==> src/rtl/pipe_stage_reg.sv <==
// pipe_stage_reg: valid/ready pipeline register with substitute-payload select and synchronous flush.
// Define PIPE_STAGE_SKID_EN for a two-entry skid buffer whose handshake outputs come straight from flops.
module pipe_stage_reg #(
    parameter int                DATA_W  = 71,
    parameter logic [DATA_W-1:0] RST_VAL = '0
) (
    input  logic              clk_i,
    input  logic              rst_i,
    input  logic              flush_i,
    input  logic              in_valid_i,
    output logic              in_ready_o,
    input  logic [DATA_W-1:0] in_data_i,
    input  logic              sub_i,
    input  logic [DATA_W-1:0] sub_data_i,
    output logic              out_valid_o,
    input  logic              out_ready_i,
    output logic [DATA_W-1:0] out_data_o,
    output logic [1:0]        occupancy_o
);
    logic [DATA_W-1:0] in_payload;
    logic              accept;
    logic              retire;
    logic              main_valid_q, main_valid_d;
    logic [DATA_W-1:0] main_data_q, main_data_d;

    assign in_payload  = sub_i ? sub_data_i : in_data_i;
    assign accept      = in_valid_i && in_ready_o && !flush_i;
    assign retire      = main_valid_q && out_ready_i;
    assign out_valid_o = main_valid_q;
    assign out_data_o  = main_data_q;

`ifdef PIPE_STAGE_SKID_EN
    logic              skid_valid_q, skid_valid_d;
    logic [DATA_W-1:0] skid_data_q, skid_data_d;
    logic [1:0]        occ_q, occ_d;
    logic              main_from_skid, main_from_in, skid_from_in;

    // Flush must not let the skid entry slide into main: payload registers stay untouched.
    always_comb begin
        main_from_skid = retire && skid_valid_q && !flush_i;
        main_from_in   = accept && !skid_valid_q && (!main_valid_q || retire);
        skid_from_in   = accept && !main_from_in;
        main_valid_d   = flush_i ? 1'b0 : (main_from_skid || main_from_in) ? 1'b1 : retire ? 1'b0 : main_valid_q;
        skid_valid_d   = flush_i ? 1'b0 : skid_from_in ? 1'b1 : main_from_skid ? 1'b0 : skid_valid_q;
        main_data_d    = main_from_skid ? skid_data_q : main_from_in ? in_payload : main_data_q;
        skid_data_d    = skid_from_in ? in_payload : skid_data_q;
        occ_d          = {1'b0, main_valid_d} + {1'b0, skid_valid_d};
    end

    assign in_ready_o  = !skid_valid_q;
    assign occupancy_o = occ_q;

    always_ff @(posedge clk_i or negedge rst_i) begin
        if (!rst_i) begin
            skid_valid_q <= 1'b0;
            skid_data_q  <= RST_VAL;
            occ_q        <= 2'd0;
        end else begin
            skid_valid_q <= skid_valid_d;
            skid_data_q  <= skid_data_d;
            occ_q        <= occ_d;
        end
    end
`else
    always_comb begin
        main_valid_d = flush_i ? 1'b0 : accept ? 1'b1 : retire ? 1'b0 : main_valid_q;
        main_data_d  = accept ? in_payload : main_data_q;
    end

    assign in_ready_o  = out_ready_i || !main_valid_q;
    assign occupancy_o = {1'b0, main_valid_q};
`endif

    always_ff @(posedge clk_i or negedge rst_i) begin
        if (!rst_i) begin
            main_valid_q <= 1'b0;
            main_data_q  <= RST_VAL;
        end else begin
            main_valid_q <= main_valid_d;
            main_data_q  <= main_data_d;
        end
    end
endmodule

==> config.mk <==
export PLATFORM = sky130hd
export DESIGN_NAME = pipe_stage_reg
export DESIGN_NICKNAME = d
export VERILOG_FILES = /design/src/rtl/pipe_stage_reg.sv
export SDC_FILE = /design/constraint.sdc
export NUM_CORES = 1
export LEC_CHECK = 0
export ABC_AREA = 1
export CAP_MARGIN = 10
export CORE_MARGIN = 8
export CORE_UTILIZATION = 38
export CTS_CLUSTER_DIAMETER = 60
export DETAILED_ROUTE_END_ITERATION = 12
export PLACE_DENSITY_LB_ADDON = 0.25
export SYNTH_ARGS = -nofsm -noshare
export SYNTH_HDL_FRONTEND = slang
export SYNTH_SLANG_ARGS = --single-unit
==> constraint.sdc <==
create_clock -name clk_i -period 1.35 [get_ports clk_i]
set_clock_uncertainty 0.15 [all_clocks]
set_input_delay 0.27 -clock clk_i [delete_from_list [all_inputs] [get_ports clk_i]]
set_output_delay 0.27 -clock clk_i [all_outputs]
set_load 0.05 [all_outputs]
# Word-level counts from Yosys, hierarchy flattened
# Index checks and enable logic that the tools add are counted.
# word_totals
register_bits	72
in_bits	148
out_inout_bits	75
wordCells	13
# op_classes
n_mux	4
n_reduce_logical	7
# op_table
cell	count
$mux W71	1
$logic_and A1 B1 Y1	3
$mux W1	3
$reduce_bool A3 Y1	1
$logic_not A1 Y1	2
$logic_or A1 B1 Y1	1

# Depth between registers and ports, before layout
# logic_depth
depth_word	6
depth_mapped	6
depth_no_buf	5

# Worst setup path before layout
# OpenSTA, ideal clock, no wires.
# synth_path
path_kind	register to register
startpoint	reg main_valid_q, in the netlist out_valid_o
endpoint	reg main_data_q[0], in the netlist out_data_o[0]
setup_ns	0.066
t_arrival_ns	1.702
required_time_ns	1.134
setup_slack_ns	-0.568
path_stages_with_launch	6
path_buffers	1
synth_period_minus_slack_ns	1.918
path_cell_list	dfrtp_1 -> nand2_1 -> nand2_1 -> buf_2 -> nand2_1 -> nand2_1
# synth_via
elab_chain_len	4
# synth_lines
item	line_no	rtl
start: declaration	23	logic main_valid_q, main_valid_d;
start signal: assignment	79	main_valid_q <= main_valid_d;
$logic_not A1 Y1	70	assign in_ready_o = out_ready_i || !main_valid_q;
$logic_or A1 B1 Y1	70	
via in_ready_o	11	output logic in_ready_o,
$logic_and A1 B1 Y1 (2 in a row)	27	assign accept = in_valid_i && in_ready_o && !flush_i;
end signal: assignment	80	main_data_q <= main_data_d;
end: declaration	24	logic [DATA_W-1:0] main_data_q, main_data_d;
# The timed path passes the listed nets, and every way through them passes these cells.
# A chain may end at the register's enable or synchronous reset.

# Worst setup path after layout
# layout_path
startpoint	reg main_valid_q, in the netlist out_valid_o
endpoint	out occupancy_o[0]
# layout_lines
item	line_no	rtl
end: declaration	18	output logic [1:0] occupancy_o
# No word-level cell between the ends.

==> metrics.csv <==
stage;metric;value;unit
sta;tightest_slew;551;ps
synthesis;synthArstFlopShare;1.00;
die;rows;36;
global_route;grt_max_degree;64;
detailed_routing;drt_pass1_iterations;5;
power_and_ir_drop;power_density;1170;mW/mm2
placed_design;dpl.hpwl;10200;um
die;initial_core_util;0.389;
clock_tree;cts_buffer_depth;2;
global_route;gr-usage-all-layers;0.267;
synthesis;synth_top_area_frac;0.479;
setup_path;rrSetupSlack;-270;ps
layout;fin_util;0.925;
global_route;use_met1;0.255;
sta;period_share;1.20;
clock_tree;tritoncts;done;
die;boundaryPins;223;
die;core;0.00968;mm2
setup_path;regToRegStartpoint;out_valid_o$_DFFE_PN0P_;
setup_path;worst_r2r_endpoint;out_data_o[31]$_DFFE_PN0P_;
die;die_area;0.0133;mm2
run_status;violations;negative setup slack;
clock_tree;cts.clk_slew.worst_paths;80;ps
die;die_h;116;um
layout;drive_above_1_share;0.438;
placed_design;io_buffer_count;221;
synthesis;avgSynthCellArea;6.96;um2
setup_path;worstSetupEndpoint;occupancy_o[0];
synthesis;synth_fp_nets;689;
setup_path;endpoint_kind;output port;
power_and_ir_drop;p_leak;4.55;nW
setup_path;path_class;flop to output port;
layout;nFillCells;333;
sta;setup_viol;143;
power_and_ir_drop;power.total;0.0105;W
setup_path;startpoint_type;flop;
die;die_w;116;um
detailed_routing;drt_iter0_drc;341;
detailed_routing;wl_per_cell;22.2;um
synthesis;yosysWarnings;0;
sta;post-route-min-period;1620;ps
run_status;outcome;finished, violations left;
clock_tree;ctsRootBufferMaster;clkbuf_8;
synthesis;synthCells;541;
synthesis;seq_area_frac_synth;0.479;
global_route;grt_use_met2;0.502;
synthesis;ys_ff_latch;72;
clock_tree;h-tree-depth;3;
global_route;grt_pass1_vias;5134;
detailed_routing;vias_per_cell;5.22;
global_route;grt_first_pass_wirelength;27000;um
layout;diodes;0;
sta;fmax;617;MHz
synthesis;synth_top_cell_by_area;dfrtp_1;
layout;area_delta_synth_final;138;%
synthesis;netlist_area;0.00376;mm2
detailed_routing;ant_nets;0;
synthesis;synth_area_leaders;dfrtp_1 48%, nand2_1 29%, o21ai_0 9.6%, inv_1 7.5%, clkbuf_8 1.5%;
placed_design;place.gp.congestion;0.813;
global_route;antenna_found_initial;0;
sta;final_hold_viol_count;0;
sta;max_slew_margin;0.629;
setup_path;r2r_cells;7;
synthesis;synth_cell_types;14;
power_and_ir_drop;ir_worst_vdd;0.000630;V
setup_path;crit_required;930;ps
hold_path;min-delay-path-class;input port to async pin;
flow_run;drv_cap;0;
setup_path;critPathArrivalTime;1200;ps
setup_path;cp_max_fo;3;
global_route;use_met3;0.0948;
synthesis;synthTopCellsByCount;287 x nand2_1, 75 x inv_1, 72 x dfrtp_1, 72 x o21ai_0, 9 x buf_2;
sta;rsz0062_at_grt;yes;
synthesis;synth.most_common_cell;nand2_1;
detailed_routing;drt-total-wl;21800;um
detailed_routing;via_count;5135;
synthesis;synth-edff-count;0;
sta;layout_setup_ws;-271;ps
clock_tree;clock_latency;360;ps
global_route;busiest_layer;met2;
global_route;overflow;0;
setup_path;crit_start;out_valid_o$_DFFE_PN0P_;
detailed_routing;drc_errors;0;
sta;slew_viol_final;0;
clock_tree;cts_sinks;72;
synthesis;dominantRegCellSynth;dfrtp_1;
clock_tree;cts_buffers;9;
layout;nets;993;
cell families after synthesis:
group	share of synthesized area
compound gates	0.0957
buf+inv	0.135
flops	0.479
other cells	0.000996
simple gates	0.290
worst min-delay path by stage:
stage / end / depth (start not counted)
floorplan: out_data_o[0]$_DFFE_PN0P_ / 0
global placement: out_data_o[22]$_DFFE_PN0P_ / 1
detailed placement: out_data_o[22]$_DFFE_PN0P_ / 1
CTS: out_data_o[22]$_DFFE_PN0P_ / 2
global route: out_data_o[22]$_DFFE_PN0P_ / 2
finish: out_data_o[22]$_DFFE_PN0P_ / 2
metal layers:
layer  share of wire  vias up
li1                -     2215
met1            0.33     2483
met2            0.52      327
met3           0.089      110
met4           0.058        0
met5               0        -
area by class of cell:
type | instances | area (um2) | share of cell area
timing repair buffer | 323 | 4250 | 0.474
multi-input combinational | 364 | 2170 | 0.243
clock inverter | 7 | 144 | 0.0161
clock buffer | 9 | 124 | 0.0138
sequential | 72 | 1820 | 0.203
inverter | 75 | 284 | 0.0317
tap | 133 | 166 | 0.0186
state kept, by name (all words and copies together), names as in the netlist:
name         cells
out_data_o      71
out_valid_o      1
worst max-delay path: stages (launching register included):
cell,delay (ps)
dfrtp_4,540
buf_6,150
buf_12,140
cell usage in the layout, fill, tap and decap left out, drive strengths merged:
cell,synthesis,routed
dfrtp,72,72
nor2,3,3
dlygate4sd2,0,2
o21ai,72,72
inv,75,75
bufinv,0,4
clkinvlp,0,2
clkdlybuf4s50,0,143
buf,16,175
conb,1,1
nand2,287,288
clkinv,0,1
clkbuf,15,11
dlygate4sd3,0,1
metrics by stage:
step                worst slack, ps  TNS [ps]  hold WS, ps  instances  instance area, um2
floorplan                     -15.8     -1100         -176        541                3820
global placement               -301    -20440        -22.1        874                6860
detailed placement             -333    -21810        -23.1        874                6860
CTS                            -247    -13150          174        964                8500
global route                   -310    -19700          184        983                8960
finish                         -271    -15880          170        983                8960
power breakdown:
| part | total (W) | internal, W | switching [W] |
|---|---|---|---|
| clock network | 0.00240 | 0.00142 | 0.000978 |
| logic | 0.00519 | 0.00261 | 0.00259 |
| registers | 0.00294 | 0.00251 | 0.000432 |
what timing repair did:
action                                 in CTS  in global routing
setup endpoints to repair                 129                145
endpoints found under the hold margin      72                  0
pin swaps                                  40                 47
resized for setup                         109                172
gates cloned                               23                  2
hold buffers                                1                  0
setup buffers                              51                 35
(Power assumes the default switching activity.)
